File: src/rtl/draw_rect_sequencer_if.sv
// Bundles the command handshake, status and DrawPoint master signals of draw_rect_sequencer.
// Latency: none; this is wiring only.
// Backpressure: cmd_valid/cmd_ready handshake on the command side; the DrawPoint side is strobe-only.
interface draw_rect_sequencer_if;
    // command side
    logic        cmd_valid;
    logic        cmd_ready;
    logic [8:0]  cmd_x0;
    logic [8:0]  cmd_y0;
    logic [8:0]  cmd_x1;
    logic [8:0]  cmd_y1;
    logic [11:0] cmd_rgb;
    logic        cmd_fill;
    logic        abort;

    // status
    logic        busy;
    logic        done;
    logic [18:0] points;

    // DrawPoint master
    logic        coe_dpm_ul1Clock;
    logic        coe_dpm_ul1Reset_n;
    logic        coe_dpm_ul1Update;
    logic [8:0]  coe_dpm_ul9PosX;
    logic [8:0]  coe_dpm_ul9PosY;
    logic [11:0] coe_dpm_ul12Rgb12Data;

    // command source / pixel-writer side
    modport master (
        output cmd_valid, cmd_x0, cmd_y0, cmd_x1, cmd_y1, cmd_rgb, cmd_fill, abort,
        input  cmd_ready, busy, done, points,
        input  coe_dpm_ul1Clock, coe_dpm_ul1Reset_n, coe_dpm_ul1Update,
        input  coe_dpm_ul9PosX, coe_dpm_ul9PosY, coe_dpm_ul12Rgb12Data
    );

    // sequencer side
    modport slave (
        input  cmd_valid, cmd_x0, cmd_y0, cmd_x1, cmd_y1, cmd_rgb, cmd_fill, abort,
        output cmd_ready, busy, done, points,
        output coe_dpm_ul1Clock, coe_dpm_ul1Reset_n, coe_dpm_ul1Update,
        output coe_dpm_ul9PosX, coe_dpm_ul9PosY, coe_dpm_ul12Rgb12Data
    );
endinterface

File: src/rtl/draw_rect_sequencer.sv
// Turns one rectangle command (fill or outline, any corner order) into a clipped raster of DrawPoint updates.
// Latency: handshake at T, LOAD at T+1, first update at T+2, then one update every 1+GAP cycles; done after the last.
// Backpressure: cmd_ready only in IDLE; commands offered while busy are not captured; abort returns to IDLE silently.
module draw_rect_sequencer #(
    parameter int X_MAX = 319,
    parameter int Y_MAX = 239,
    parameter int GAP   = 0
) (
    input  logic                 csi_clock_clk,
    input  logic                 rsi_reset_reset,
    draw_rect_sequencer_if.slave bus
);

    localparam logic [8:0] X_LIM    = 9'(X_MAX);
    localparam logic [8:0] Y_LIM    = 9'(Y_MAX);
    localparam bit         HAS_GAP  = (GAP > 0);
    localparam logic [3:0] GAP_LAST = HAS_GAP ? 4'(GAP - 1) : 4'd0;

    typedef enum logic [2:0] {
        IDLE,
        LOAD,
        DRAW,
        WAIT,
        DONE
    } state_t;

    state_t state;
    state_t state_nxt;

    // captured command
    logic [8:0]  cap_x0;
    logic [8:0]  cap_y0;
    logic [8:0]  cap_x1;
    logic [8:0]  cap_y1;
    logic [11:0] cap_rgb;
    logic        cap_fill;

    // normalized, clipped bounds and the raster cursor
    logic [8:0]  xa;
    logic [8:0]  xb;
    logic [8:0]  ya;
    logic [8:0]  yb;
    logic [8:0]  cur_x;
    logic [8:0]  cur_y;

    logic [3:0]  gap_cnt;
    logic [18:0] point_cnt;

    // last emitted point, held on the DrawPoint bus between updates
    logic [8:0]  held_x;
    logic [8:0]  held_y;
    logic [11:0] held_rgb;

    // LOAD-stage corner arithmetic
    logic [8:0]  lo_x;
    logic [8:0]  hi_x;
    logic [8:0]  lo_y;
    logic [8:0]  hi_y;
    logic [8:0]  clip_xb;
    logic [8:0]  clip_yb;
    logic        off_screen;

    // DRAW-stage stepping
    logic        last_point;
    logic        interior_row;
    logic [8:0]  nxt_x;
    logic [8:0]  nxt_y;

    logic        handshake;
    logic        updating;

    assign handshake = (state == IDLE) && bus.cmd_valid;
    assign updating  = (state == DRAW);

    // Normalize corners, clip the far edge, and work out the next raster position.
    always_comb begin
        lo_x         = (cap_x0 < cap_x1) ? cap_x0 : cap_x1;
        hi_x         = (cap_x0 < cap_x1) ? cap_x1 : cap_x0;
        lo_y         = (cap_y0 < cap_y1) ? cap_y0 : cap_y1;
        hi_y         = (cap_y0 < cap_y1) ? cap_y1 : cap_y0;
        clip_xb      = (hi_x > X_LIM) ? X_LIM : hi_x;
        clip_yb      = (hi_y > Y_LIM) ? Y_LIM : hi_y;
        // the near corner off-screen means nothing at all is visible
        off_screen   = (lo_x > X_LIM) || (lo_y > Y_LIM);

        last_point   = (cur_x == xb) && (cur_y == yb);
        // outline rows strictly between top and bottom only carry the two side pixels
        interior_row = !cap_fill && (cur_y != ya) && (cur_y != yb);

        nxt_x = cur_x + 9'd1;
        nxt_y = cur_y;
        if (cur_x == xb) begin
            nxt_x = xa;
            nxt_y = cur_y + 9'd1;
        end else if (interior_row) begin
            // jump across the hollow interior without spending cycles on it
            nxt_x = xb;
        end
    end

    // State register.
    always_ff @(posedge csi_clock_clk or posedge rsi_reset_reset) begin
        if (rsi_reset_reset) begin
            state <= IDLE;
        end else begin
            state <= state_nxt;
        end
    end

    // Next-state decode; abort overrides everything in the working states.
    always_comb begin
        state_nxt = state;
        case (state)
            IDLE: begin
                if (bus.cmd_valid) begin
                    state_nxt = LOAD;
                end
            end
            LOAD: begin
                if (bus.abort) begin
                    state_nxt = IDLE;
                end else if (off_screen) begin
                    state_nxt = DONE;
                end else begin
                    state_nxt = DRAW;
                end
            end
            DRAW: begin
                if (bus.abort) begin
                    state_nxt = IDLE;
                end else if (last_point) begin
                    state_nxt = DONE;
                end else if (HAS_GAP) begin
                    state_nxt = WAIT;
                end else begin
                    state_nxt = DRAW;
                end
            end
            WAIT: begin
                if (bus.abort) begin
                    state_nxt = IDLE;
                end else if (gap_cnt == GAP_LAST) begin
                    state_nxt = DRAW;
                end
            end
            DONE: begin
                state_nxt = IDLE;
            end
            default: begin
                state_nxt = IDLE;
            end
        endcase
    end

    // Capture the command on the handshake; later offers are ignored until IDLE.
    always_ff @(posedge csi_clock_clk or posedge rsi_reset_reset) begin
        if (rsi_reset_reset) begin
            cap_x0   <= '0;
            cap_y0   <= '0;
            cap_x1   <= '0;
            cap_y1   <= '0;
            cap_rgb  <= '0;
            cap_fill <= 1'b0;
        end else if (handshake) begin
            cap_x0   <= bus.cmd_x0;
            cap_y0   <= bus.cmd_y0;
            cap_x1   <= bus.cmd_x1;
            cap_y1   <= bus.cmd_y1;
            cap_rgb  <= bus.cmd_rgb;
            cap_fill <= bus.cmd_fill;
        end
    end

    // Latch the clipped bounds in LOAD and walk the cursor on every update.
    always_ff @(posedge csi_clock_clk or posedge rsi_reset_reset) begin
        if (rsi_reset_reset) begin
            xa    <= '0;
            xb    <= '0;
            ya    <= '0;
            yb    <= '0;
            cur_x <= '0;
            cur_y <= '0;
        end else if (state == LOAD) begin
            xa    <= lo_x;
            xb    <= clip_xb;
            ya    <= lo_y;
            yb    <= clip_yb;
            cur_x <= lo_x;
            cur_y <= lo_y;
        end else if (updating && !last_point) begin
            cur_x <= nxt_x;
            cur_y <= nxt_y;
        end
    end

    // Inter-update idle counter, restarted on every update.
    always_ff @(posedge csi_clock_clk or posedge rsi_reset_reset) begin
        if (rsi_reset_reset) begin
            gap_cnt <= '0;
        end else if (updating) begin
            gap_cnt <= '0;
        end else if (state == WAIT) begin
            gap_cnt <= gap_cnt + 4'd1;
        end
    end

    // Count emitted points and remember the last one; the count survives abort and done.
    always_ff @(posedge csi_clock_clk or posedge rsi_reset_reset) begin
        if (rsi_reset_reset) begin
            point_cnt <= '0;
            held_x    <= '0;
            held_y    <= '0;
            held_rgb  <= '0;
        end else if (handshake) begin
            point_cnt <= '0;
        end else if (updating) begin
            point_cnt <= point_cnt + 19'd1;
            held_x    <= cur_x;
            held_y    <= cur_y;
            held_rgb  <= cap_rgb;
        end
    end

    assign bus.cmd_ready = (state == IDLE);
    assign bus.busy      = (state != IDLE);
    assign bus.done      = (state == DONE);
    assign bus.points    = point_cnt;

    assign bus.coe_dpm_ul1Clock      = csi_clock_clk;
    assign bus.coe_dpm_ul1Reset_n    = ~rsi_reset_reset;
    assign bus.coe_dpm_ul1Update     = updating;
    // live cursor during an update, last emitted point otherwise
    assign bus.coe_dpm_ul9PosX       = updating ? cur_x   : held_x;
    assign bus.coe_dpm_ul9PosY       = updating ? cur_y   : held_y;
    assign bus.coe_dpm_ul12Rgb12Data = updating ? cap_rgb : held_rgb;

endmodule

File: src/flat_wrapper.sv
// flat-port wrapper written by rule: the top's interface ports become plain ports
module draw_rect_sequencer_flat 
#(
    parameter int X_MAX = 319,
    parameter int Y_MAX = 239,
    parameter int GAP   = 0
)
  (csi_clock_clk, rsi_reset_reset, bus_cmd_valid, bus_cmd_x0, bus_cmd_y0, bus_cmd_x1, bus_cmd_y1, bus_cmd_rgb, bus_cmd_fill, bus_abort, bus_cmd_ready, bus_busy, bus_done, bus_points, bus_coe_dpm_ul1Clock, bus_coe_dpm_ul1Reset_n, bus_coe_dpm_ul1Update, bus_coe_dpm_ul9PosX, bus_coe_dpm_ul9PosY, bus_coe_dpm_ul12Rgb12Data);
  draw_rect_sequencer_if bus_i ();
  input  logic csi_clock_clk;
  input  logic rsi_reset_reset;
  input wire logic [$bits(bus_i.cmd_valid)-1:0] bus_cmd_valid;
  input wire logic [$bits(bus_i.cmd_x0)-1:0] bus_cmd_x0;
  input wire logic [$bits(bus_i.cmd_y0)-1:0] bus_cmd_y0;
  input wire logic [$bits(bus_i.cmd_x1)-1:0] bus_cmd_x1;
  input wire logic [$bits(bus_i.cmd_y1)-1:0] bus_cmd_y1;
  input wire logic [$bits(bus_i.cmd_rgb)-1:0] bus_cmd_rgb;
  input wire logic [$bits(bus_i.cmd_fill)-1:0] bus_cmd_fill;
  input wire logic [$bits(bus_i.abort)-1:0] bus_abort;
  output wire logic [$bits(bus_i.cmd_ready)-1:0] bus_cmd_ready;
  output wire logic [$bits(bus_i.busy)-1:0] bus_busy;
  output wire logic [$bits(bus_i.done)-1:0] bus_done;
  output wire logic [$bits(bus_i.points)-1:0] bus_points;
  output wire logic [$bits(bus_i.coe_dpm_ul1Clock)-1:0] bus_coe_dpm_ul1Clock;
  output wire logic [$bits(bus_i.coe_dpm_ul1Reset_n)-1:0] bus_coe_dpm_ul1Reset_n;
  output wire logic [$bits(bus_i.coe_dpm_ul1Update)-1:0] bus_coe_dpm_ul1Update;
  output wire logic [$bits(bus_i.coe_dpm_ul9PosX)-1:0] bus_coe_dpm_ul9PosX;
  output wire logic [$bits(bus_i.coe_dpm_ul9PosY)-1:0] bus_coe_dpm_ul9PosY;
  output wire logic [$bits(bus_i.coe_dpm_ul12Rgb12Data)-1:0] bus_coe_dpm_ul12Rgb12Data;
  assign bus_i.cmd_valid = bus_cmd_valid;
  assign bus_i.cmd_x0 = bus_cmd_x0;
  assign bus_i.cmd_y0 = bus_cmd_y0;
  assign bus_i.cmd_x1 = bus_cmd_x1;
  assign bus_i.cmd_y1 = bus_cmd_y1;
  assign bus_i.cmd_rgb = bus_cmd_rgb;
  assign bus_i.cmd_fill = bus_cmd_fill;
  assign bus_i.abort = bus_abort;
  assign bus_cmd_ready = bus_i.cmd_ready;
  assign bus_busy = bus_i.busy;
  assign bus_done = bus_i.done;
  assign bus_points = bus_i.points;
  assign bus_coe_dpm_ul1Clock = bus_i.coe_dpm_ul1Clock;
  assign bus_coe_dpm_ul1Reset_n = bus_i.coe_dpm_ul1Reset_n;
  assign bus_coe_dpm_ul1Update = bus_i.coe_dpm_ul1Update;
  assign bus_coe_dpm_ul9PosX = bus_i.coe_dpm_ul9PosX;
  assign bus_coe_dpm_ul9PosY = bus_i.coe_dpm_ul9PosY;
  assign bus_coe_dpm_ul12Rgb12Data = bus_i.coe_dpm_ul12Rgb12Data;
  draw_rect_sequencer #(.X_MAX(X_MAX), .Y_MAX(Y_MAX), .GAP(GAP)) u_core (.csi_clock_clk(csi_clock_clk), .rsi_reset_reset(rsi_reset_reset), .bus(bus_i));
endmodule
File: config.mk
export PLATFORM = sky130hd
export DESIGN_NAME = draw_rect_sequencer_flat
export DESIGN_NICKNAME = d
export VERILOG_FILES = /design/src/rtl/draw_rect_sequencer_if.sv /design/src/rtl/draw_rect_sequencer.sv /design/src/flat_wrapper.sv
export SDC_FILE = /design/constraint.sdc
export NUM_CORES = 1
export LEC_CHECK = 0
export ABC_AREA = 1
export CAP_MARGIN = 10
export CORE_MARGIN = 2
export CORE_UTILIZATION = 50
export DETAILED_ROUTE_END_ITERATION = 6
export PLACE_DENSITY = 0.73
export SYNTH_ARGS = -nofsm -noshare
export SYNTH_HDL_FRONTEND = slang
export SYNTH_SLANG_ARGS = --single-unit
File: constraint.sdc
create_clock -name csi_clock_clk -period 9.7 [get_ports csi_clock_clk]
set_input_delay 1.455 -clock csi_clock_clk [delete_from_list [all_inputs] [get_ports csi_clock_clk]]
set_output_delay 1.455 -clock csi_clock_clk [all_outputs]
set_load 0.05 [all_outputs]
==> flow_metrics.py, run 1 <==
metrics = {
    "status": {
        "status": "completed",
    },
    "logic_synthesis": {
        "synth_nets": 1154,
        "synth_area_um2": 8481,
        "async_flop_share_pct": 100.0,
        "synth_common_cells": "nand2_1 (339), dfrtp_1 (159), o21ai_0 (133), inv_1 (111), nor2_1 (54)",
        "ys_seq_area_share_pct": 46.92,
        "ys_types": 43,
        "yosysMostFrequentCell": "nand2_1",
        "synth-seq-cells": 159,
        "synthCells": 1080,
        "synth_edf_count": 0,
        "ys.flop_type": "dfrtp_1",
        "yosys.area.top_type_share_pct": 46.92,
        "postSynthAreaPerCell_um2": 7.852,
        "synth_area_leaders": "dfrtp_1 (47%), nand2_1 (15%), o21ai_0 (7.8%)",
        "synth_top_area_cell": "dfrtp_1",
        "yosysWarnings": 0,
    },
    "floorplanning": {
        "die_w_um": 134.2,
        "die_h_um": 134.2,
        "io_pins": 108,
        "rows": 47,
        "start_util_pct": 51.14,
        "fp.dieArea_um2": 18020,
        "core_area_um2": 16580,
    },
    "setup_path": {
        "worstSetupPathType": "clk -> out",
        "start_kind": "clock port",
        "crit_buf_inv": 3,
        "max_stage_delay_ps": 690,
        "crit_chain": "clkbuf_16, clkbuf_16, clkdlybuf4s50_1",
        "regToRegSetupSlack_ps": 6940,
        "critical_path.top_delay_family": "buffers and inverters",
        "rr_endpoint": "u_core.xb[1]$_DFFE_PP0P_",
        "end_kind": "output pin",
        "rr_worst_depth": 13,
        "reg2reg_from": "u_core.cap_x1[4]$_DFFE_PP0P_",
        "worstPathRequired_ps": 8250,
        "slowest_stage": "clkdlybuf4s50_1",
        "critPathLaunch": "csi_clock_clk",
        "path_depth": 3,
        "path_common_cell": "clkbuf_16",
        "arrival_ps": 5790,
        "worst-path-max-fanout": 2,
        "crit_path_end": "bus_coe_dpm_ul1Clock",
    },
    "clocking": {
        "cts.repair.resized": 0,
        "post_cts_buffers": 0,
        "ctsHoldBuffers": 0,
        "cts_tree": "done",
        "clkTransAtPathRegs_ps": 60,
        "clock_latency_ps": 540,
    },
    "placement": {
        "numPortBuffers": 107,
        "gp_congestion": 0.8574,
        "dp_hpwl_mm": 13.35,
        "pre_cts_slack_ps": 2723,
    },
    "grt": {
        "antenna_found_initial": 0,
        "grt_max_degree": 91,
        "grt_pass1_wl_mm": 32.18,
        "first_global_vias": 6617,
        "gr-total-overflow": 0,
        "grt_use_total_pct": 22.60,
    },
    "drt": {
        "wirelength_mm": 19.30,
        "routed_via_density": 5.041,
        "ant_nets": 0,
        "via_count": 7067,
        "drt-met1-wl_mm": 9.693,
        "first_pass_iters": 5,
        "met3_wirelength_um": 767,
        "drtIter0Drc": 570,
        "met2_length_mm": 8.534,
        "top_layer": "met4",
        "drc_errors": 0,
        "wl_per_cell_um": 13.76,
    },
    "sta": {
        "skew_ps": 5.824,
        "setup_tns_ps": 0,
        "setup_viol": 0,
        "slew_headroom_pct": 39.87,
        "rsz0062_at_grt": "false",
        "worstMarginPinSlew_ps": 900.6,
        "slew_violations": 0,
        "setup_slack_ps": 2459,
        "hold_violations": 0,
    },
    "cells_and_area": {
        "fillers": 1496,
        "diodes": 0,
        "regArea_um2": 3979,
        "multi_input_area_um2": 3800,
        "finalNetCount": 1243,
        "syn2layout_area_growth_pct": 21.30,
        "layout-drive-gt1-share_pct": 7.530,
    },
    "power": {
        "ir_drop_mv": 0.2232,
        "p_leak_nw": 4.958,
        "power_density_nw_per_um2": 376.2,
    },
    "run": {
        "maxCapViolCount": 0,
    },
    "min_path": {
        "holdPathStages": 2,
        "hold_class": "reg -> reg",
    },
}
==> worst min-delay path by stage <==
| stage | start | endpoint | slack [ps] |
|---|---|---|---|
| floorplan | u_core.held_x[0]$_DFFE_PP0N_ | u_core.held_x[0]$_DFFE_PP0N_ | 440 |
| global placement | u_core.held_rgb[2]$_DFFE_PP0N_ | u_core.held_rgb[2]$_DFFE_PP0N_ | 460 |
| detailed placement | u_core.held_rgb[0]$_DFFE_PP0N_ | u_core.held_rgb[0]$_DFFE_PP0N_ | 460 |
| CTS | u_core.held_rgb[10]$_DFFE_PP0N_ | u_core.held_rgb[10]$_DFFE_PP0N_ | 480 |
| global route | u_core.held_rgb[10]$_DFFE_PP0N_ | u_core.held_rgb[10]$_DFFE_PP0N_ | 500 |
| finish | u_core.held_y[1]$_DFFE_PP0N_ | u_core.held_y[1]$_DFFE_PP0N_ | 470 |
==> worst reg2reg max path, stage by stage, from the launching register on <==
cell,delay [ps]
dfrtp_1,380
inv_1,70
ha_1,310
nand2_1,90
inv_1,40
nand2_1,50
nand2_1,40
nand2_1,90
nand3_1,590
o21ai_0,560
o21ai_2,180
nand2_1,100
nand2_1,70
o21ai_1,100
==> logic make-up (layout without fill, tap and decap cells) <==
| logic type | count (synthesis) | in the layout | share of synthesized area [%] |
|---|---|---|---|
| compound gates | 209 | 209 | 13.54 |
| buf+inv | 167 | 269 | 8.277 |
| simple gates | 495 | 495 | 25.17 |
| fa+ha+maj | 21 | 21 | 3.098 |
| xor+xnor | 29 | 29 | 2.995 |
| flops | 159 | 159 | 46.92 |
==> cells in the final DEF (no fill, tap or decap), types with 2 or more instances in the layout <==
master	synthesis	routed
o21ai_1	14	14
a21oi_2	3	3
ha_1	21	21
or2_2	2	2
xor2_1	12	12
nor3_1	11	11
clkbuf_16	0	20
clkdlybuf4s50_1	0	107
o21ai_2	5	5
buf_4	6	5
nand2_1	339	339
nand4_1	18	18
inv_6	0	6
inv_1	111	110
nor2_4	4	4
nand3_1	43	43
a22oi_1	3	3
a21oi_1	35	35
clkinv_4	0	2
nand3_2	6	6
clkinv_2	0	2
nand2_2	5	5
a31oi_1	4	4
inv_2	10	10
nor2_2	4	4
a2bb2oi_1	3	3
dfrtp_1	159	159
nand2_4	3	3
xnor2_1	17	17
o21ai_0	133	133
bufinv_16	0	2
nor2_1	54	54
nor3b_1	3	3
o211a_1	2	2
clkinvlp_4	0	4
==> layer usage <==
metal,vias to the layer above,track usage [%]
met5,-,0
met4,0,8.421
met3,19,3.741
met2,161,33.16
met1,3239,33.75
li1,3648,-
==> power by group <==
part	internal, W	total [W]	leakage (nW)	switching (W)
Combinational	0.000658	0.00199	2.65	0.00133
Clock	0.000442	0.000752	0.318	0.000311
Sequential	0.000939	0.00113	1.99	0.000188
==> through the flow <==
stage | hold slack, ps | util, % | instance area [µm²] | std cells | total power, W
final | 471.9 | 62.03 | 10290 | 1402 | 0.003870
after global placement | 457.1 | 58.04 | 9625 | 1367 | 0.003088
after CTS | 478.0 | 62.03 | 10290 | 1402 | 0.003882
after detailed placement | 460.3 | 58.04 | 9625 | 1367 | 0.003132
after floorplan | 442.8 | - | 8481 | 1080 | 0.002677
after global routing | 495.0 | 62.03 | 10290 | 1402 | 0.004196
==> registers in the layout, summed over array words and instances, names as in the netlist <==
signal,flops
u_core.cap_y1,9
u_core.cap_x0,9
u_core.cur_y,9
u_core.cap_y0,9
u_core.bus.points,19
u_core.cur_x,9
u_core.xb,9
u_core.cap_x1,9
u_core.xa,9
u_core.yb,9
u_core.held_y,9
u_core.gap_cnt,4
u_core.cap_rgb,12
u_core.state,3
u_core.held_x,9
u_core.held_rgb,12
u_core.ya,9
u_core.cap_fill,1
==> area by class of cell <==
| cell class | count | share of cell area (%) |
|---|---|---|
| clock buffers | 21 | 4.962 |
| repair buffers | 111 | 10.68 |
| multi-input cells | 754 | 36.94 |
| clock inverters | 15 | 1.569 |
| flip-flops and latches | 159 | 38.68 |
| inverters | 122 | 4.500 |
| well taps | 220 | 2.676 |
(Power assumes the default switching activity.)
==> inputs of run 2 (changes only) <==
--- a/config.mk
+++ b/config.mk
@@ -10,7 +10,7 @@
 export CORE_MARGIN = 2
 export CORE_UTILIZATION = 50
 export DETAILED_ROUTE_END_ITERATION = 6
-export PLACE_DENSITY = 0.73
+export PLACE_DENSITY = 0.76
 export SYNTH_ARGS = -nofsm -noshare
 export SYNTH_HDL_FRONTEND = slang
 export SYNTH_SLANG_ARGS = --single-unit
==> constraint.sdc (replaced) <==
create_clock -name csi_clock_clk -period 6.42 [get_ports csi_clock_clk]
set_input_delay 0.963 -clock csi_clock_clk [delete_from_list [all_inputs] [get_ports csi_clock_clk]]
set_output_delay 0.963 -clock csi_clock_clk [all_outputs]
set_load 0.05 [all_outputs]
==> run 2 against run 1 <==
Clock power rose by 52%. Global-route usage shrank 0.099 points. First-iteration DRC count down 23%. Final area barely moved. Sequential power rose by 51%. Via count is 1.1% higher. Register-to-register slack worse by 3300 ps. Total power rose by 51%. Largest cell class unchanged.
==> flow_metrics.py, run 2 (same netlist as run 1, synthesis figures left out) <==
metrics = {
    "floorplanning": {
        "die_h_um": 134.2,
        "rows": 47,
        "start_util_pct": 51.14,
        "io_pins": 108,
        "fp.dieArea_um2": 18020,
        "core_area_um2": 16580,
        "die_w_um": 134.2,
    },
    "setup_path": {
        "worst-path-max-fanout": 2,
        "crit_chain": "clkbuf_16, clkbuf_16, clkdlybuf4s50_1",
        "start_kind": "clock port",
        "arrival_ps": 4140,
        "path_common_cell": "clkbuf_16",
        "end_kind": "output pin",
        "worstPathRequired_ps": 5460,
        "worstSetupPathType": "clk -> out",
        "slowest_stage": "clkdlybuf4s50_1",
        "max_stage_delay_ps": 690,
    },
    "power": {
        "cell_internal_pwr_w": 0.003092,
        "p_leak_nw": 4.967,
        "ir_drop_mv": 0.2780,
        "seqPwrFrac_pct": 29.1,
        "power_density_nw_per_um2": 568.8,
        "switchingPower_w": 0.002765,
        "power_frac_comb_pct": 51.4,
        "sw_frac_of_total_pct": 47.22,
        "pwr-share-clk_pct": 19.5,
    },
    "drt": {
        "wl_per_cell_um": 13.64,
        "via_count": 7142,
        "wirelength_mm": 19.13,
        "ant_nets": 0,
        "drc_errors": 0,
        "routed_via_density": 5.094,
        "first_pass_iters": 5,
        "drtIter0Drc": 439,
    },
    "cells_and_area": {
        "utilization_pct": 62.09,
        "diodes": 0,
        "syn2layout_area_growth_pct": 21.41,
        "finalNetCount": 1243,
        "fillers": 1480,
        "layout-drive-gt1-share_pct": 7.530,
        "largest_reg_flops": 19,
        "mostFrequentLayoutCells": "nand2_1 (339), dfrtp_1 (159), o21ai_0 (133), inv_1 (110), clkdlybuf4s50_1 (107)",
        "mostFrequentLayoutCell": "nand2_1",
    },
    "grt": {
        "grt_use_total_pct": 22.50,
        "antenna_found_initial": 0,
        "grt_pass1_wl_mm": 32.20,
        "grt_max_degree": 70,
        "first_global_vias": 6679,
        "gr-total-overflow": 0,
    },
    "sta": {
        "setup_tns_ps": 0,
        "skew_ps": 9.181,
        "slew_violations": 0,
        "setup_viol": 0,
        "hold_violations": 0,
        "worstMarginPinSlew_ps": 873.7,
        "rsz0062_at_grt": "false",
        "slew_headroom_pct": 41.67,
        "hold_slack_ps": 471.6,
    },
    "clocking": {
        "cts_tree": "done",
        "clock_latency_ps": 550,
        "post_cts_buffers": 0,
        "cts.repair.resized": 0,
        "clkTransAtPathRegs_ps": 60,
        "ctsHoldBuffers": 0,
    },
    "placement": {
        "numPortBuffers": 107,
        "dp_hpwl_mm": 13.50,
        "gp_congestion": 0.8953,
    },
    "status": {
        "status": "completed",
    },
    "min_path": {
        "hold_class": "reg -> reg",
    },
    "run": {
        "maxCapViolCount": 0,
    },
}
[run 2: cell count changes in the layout (fill, tap and decap cells not counted)]
| cell | previous run | this run |
|---|---|---|
| clkbuf_8 | 0 | 1 |
| clkinvlp_4 | 4 | 3 |
| inv_6 | 6 | 5 |
| inv_8 | 0 | 1 |
[run 2: worst max-delay path: cells and delay by family]
| kind | cells | cell delay, ps |
|---|---|---|
| buffers and inverters | 3 | 940 |
[run 2: metrics by stage]
step | cells | total power, W | setup WS [ps] | cell area [µm²]
6_report | 1402 | 0.005857 | 1313 | 10300
5_1_grt | 1402 | 0.006356 | 1298 | 10300
4_1_cts | 1402 | 0.005877 | 1305 | 10300
3_5_place_dp | 1367 | 0.004733 | 1575 | 9625
3_3_place_gp | 1367 | 0.004654 | 1575 | 9625
2_1_floorplan | 1080 | 0.004045 | 775.1 | 8481
[run 2: area by class of cell]
class	count	area, µm²	share of cell area [%]
multi-input cells	754	3800	36.91
inverters	122	462.9	4.496
flip-flops and latches	159	3979	38.64
clock buffers	22	524.3	5.092
repair buffers	111	1099	10.67
clock inverters	14	156.4	1.519
well taps	220	275.3	2.673
[run 2: worst paths after layout]
| check | slack [ps] | from | depth (start not counted) | end |
|---|---|---|---|---|
| min in group asynchronous | 820 | rsi_reset_reset | 2 | u_core.bus.points[16]$_DFFE_PP0P_ |
| setup reg to reg | 3660 | u_core.cap_x1[4]$_DFFE_PP0P_ | 14 | u_core.xb[0]$_DFFE_PP0P_ |
| max in group asynchronous | 4500 | rsi_reset_reset | 3 | u_core.xa[8]$_DFFE_PP0P_ |
| hold / removal | 470 | u_core.held_x[6]$_DFFE_PP0N_ | 2 | u_core.held_x[6]$_DFFE_PP0N_ |
| setup / recovery | 1310 | csi_clock_clk | 3 | bus_coe_dpm_ul1Clock |
| hold reg to reg | 470 | u_core.held_x[6]$_DFFE_PP0N_ | 2 | u_core.held_x[6]$_DFFE_PP0N_ |
[run 2: power groups by stage]
stage | Combinational (W) | Clock, W | Sequential [W]
floorplan | 0.00238 | 0.0000336 | 0.00163
global placement | 0.00292 | 0.0000359 | 0.00170
detailed placement | 0.00298 | 0.0000359 | 0.00171
CTS | 0.00301 | 0.00116 | 0.00170
global route | 0.00340 | 0.00121 | 0.00175
finish | 0.00301 | 0.00114 | 0.00171
[run 2: per-layer routing]
layer / GRT usage, % / vias to the layer above / part of all wire, %
met5: 0 / - / 0
met4: 8.655 / 0 / 2.0
met3: 4.989 / 24 / 5.4
met2: 33.84 / 186 / 44
met1: 31.90 / 3274 / 48
li1: - / 3658 / -
==> inputs of run 3 (changes only) <==
--- a/config.mk
+++ b/config.mk
@@ -10,7 +10,7 @@
 export CORE_MARGIN = 2
 export CORE_UTILIZATION = 50
 export DETAILED_ROUTE_END_ITERATION = 6
-export PLACE_DENSITY = 0.76
+export PLACE_DENSITY = 0.73
 export SYNTH_ARGS = -nofsm -noshare
 export SYNTH_HDL_FRONTEND = slang
 export SYNTH_SLANG_ARGS = --single-unit
==> constraint.sdc (replaced) <==
create_clock -name csi_clock_clk -period 5.2 [get_ports csi_clock_clk]
set_input_delay 0.78 -clock csi_clock_clk [delete_from_list [all_inputs] [get_ports csi_clock_clk]]
set_output_delay 0.78 -clock csi_clock_clk [all_outputs]
set_load 0.05 [all_outputs]
==> run 3 against run 2 <==
Die area is the same. Global-route usage is essentially flat. Total power is 24% higher. Setup slack got worse by 430 ps. First-iteration DRC count is 5.9% higher. Sequential cell count stayed put. Cell count stayed put. Hold slack better by 0.84 ps. Critical path depth did not move.
==> flow_metrics.py, run 3 (same netlist as run 1, synthesis figures left out) <==
metrics = {
    "setup_path": {
        "worstPathRequired_ps": 4420,
        "rr_endpoint": "u_core.xb[7]$_DFFE_PP0P_",
        "start_kind": "clock port",
        "regToRegSetupSlack_ps": 2500,
        "worstSetupPathType": "clk -> out",
        "arrival_ps": 3530,
        "end_kind": "output pin",
        "worst-path-max-fanout": 2,
        "rr_worst_depth": 12,
        "reg2reg_from": "u_core.cap_x1[4]$_DFFE_PP0P_",
    },
    "grt": {
        "antenna_found_initial": 0,
        "grt_use_total_pct": 22.53,
        "first_global_vias": 6648,
        "busiest_layer": "met1",
        "grt_pass1_wl_mm": 32.27,
        "grt_max_degree": 160,
        "met3_usage_pct": 3.779,
        "met1_usage_pct": 33.51,
        "gr-usage-met2_pct": 32.96,
        "gr-total-overflow": 0,
    },
    "min_path": {
        "hold_class": "reg -> reg",
        "holdPathStages": 2,
        "min_from": "u_core.held_y[4]$_DFFE_PP0N_",
        "hold-path-endpoint": "u_core.held_y[4]$_DFFE_PP0N_",
    },
    "floorplanning": {
        "start_util_pct": 51.14,
        "die_w_um": 134.2,
        "rows": 47,
        "core_area_um2": 16580,
        "fp.dieArea_um2": 18020,
        "io_pins": 108,
        "die_h_um": 134.2,
    },
    "cells_and_area": {
        "finalNetCount": 1243,
        "mostFrequentLayoutCells": "nand2_1 (339), dfrtp_1 (159), o21ai_0 (133), inv_1 (110), clkdlybuf4s50_1 (107)",
        "fillers": 1512,
        "diodes": 0,
        "syn2layout_area_growth_pct": 21.89,
        "largest_reg_flops": 19,
        "mostFrequentLayoutCell": "nand2_1",
        "layout-drive-gt1-share_pct": 7.530,
    },
    "status": {
        "status": "completed",
    },
    "placement": {
        "pre_cts_slack_ps": 1148,
        "dp_hpwl_mm": 13.36,
        "gp_congestion": 0.8487,
        "numPortBuffers": 107,
    },
    "sta": {
        "setup_slack_ps": 886.3,
        "skew_ps": 7.372,
        "worstMarginPinSlew_ps": 837.4,
        "hold_violations": 0,
        "slew_headroom_pct": 44.02,
        "rsz0062_at_grt": "false",
        "setup_viol": 0,
        "slew_violations": 0,
        "setup_tns_ps": 0,
    },
    "clocking": {
        "cts_tree": "done",
        "clock_latency_ps": 540,
        "post_cts_buffers": 0,
        "cts.repair.resized": 0,
        "clkTransAtPathRegs_ps": 60,
        "ctsHoldBuffers": 0,
    },
    "power": {
        "p_leak_nw": 4.983,
        "ir_drop_mv": 0.3693,
        "power_density_nw_per_um2": 702.6,
    },
    "drt": {
        "drtIter0Drc": 465,
        "wl_per_cell_um": 13.57,
        "via_count": 7029,
        "ant_nets": 0,
        "wirelength_mm": 19.03,
        "routed_via_density": 5.014,
        "first_pass_iters": 5,
        "drc_errors": 0,
    },
    "run": {
        "maxCapViolCount": 0,
    },
}
-- run 3: where the power goes --
| group | internal (W) | leakage [nW] | total [W] | switching (W) |
|---|---|---|---|---|
| combinational | 0.00123 | 2.65 | 0.00370 | 0.00247 |
| sequential | 0.00175 | 1.99 | 0.00210 | 0.000352 |
| clock | 0.000907 | 0.343 | 0.00146 | 0.000550 |
-- run 3: per-layer routing --
layer | vias up | wire [µm]
met5 | - | 0
met3 | 28 | 937
met1 | 3183 | 9483
met4 | 0 | 385
met2 | 169 | 8225
li1 | 3649 | -
-- run 3: worst max-delay path, stage by stage --
cell,delay (ps)
clkbuf_16,120
clkbuf_16,130
clkdlybuf4s50_1,690
-- run 3: stage by stage --
stage          hold WS, ps  std cells  utilization [%]  area (µm²)  power, W
3_5_place_dp         459.6       1367            58.11        9637  0.005846
3_3_place_gp         455.7       1367            58.11        9637  0.005750
4_1_cts              477.5       1402            62.34       10340  0.007300
5_1_grt              489.6       1402            62.34       10340  0.007904
2_1_floorplan        442.8       1080                -        8484  0.004994
6_report             472.5       1402            62.34       10340  0.007263
-- run 3: final cells by class --
| cell class | count | area, µm² | share of cell area [%] |
|---|---|---|---|
| clock buffer | 24 | 551.8 | 5.338 |
| clock inverter | 12 | 158.9 | 1.537 |
| inverter | 122 | 461.7 | 4.466 |
| multi-input combinational | 754 | 3800 | 36.76 |
| sequential | 159 | 3979 | 38.49 |
| tap | 220 | 275.3 | 2.663 |
| timing repair buffer | 111 | 1111 | 10.75 |
-- run 3: worst max-delay path by stage --
stage,from,end,cells after the start
finish,csi_clock_clk,bus_coe_dpm_ul1Clock,3
global route,csi_clock_clk,bus_coe_dpm_ul1Clock,3
CTS,csi_clock_clk,bus_coe_dpm_ul1Clock,3
detailed placement,csi_clock_clk,bus_coe_dpm_ul1Clock,1
global placement,csi_clock_clk,bus_coe_dpm_ul1Clock,1
floorplan,rsi_reset_reset,bus_coe_dpm_ul1Reset_n,1
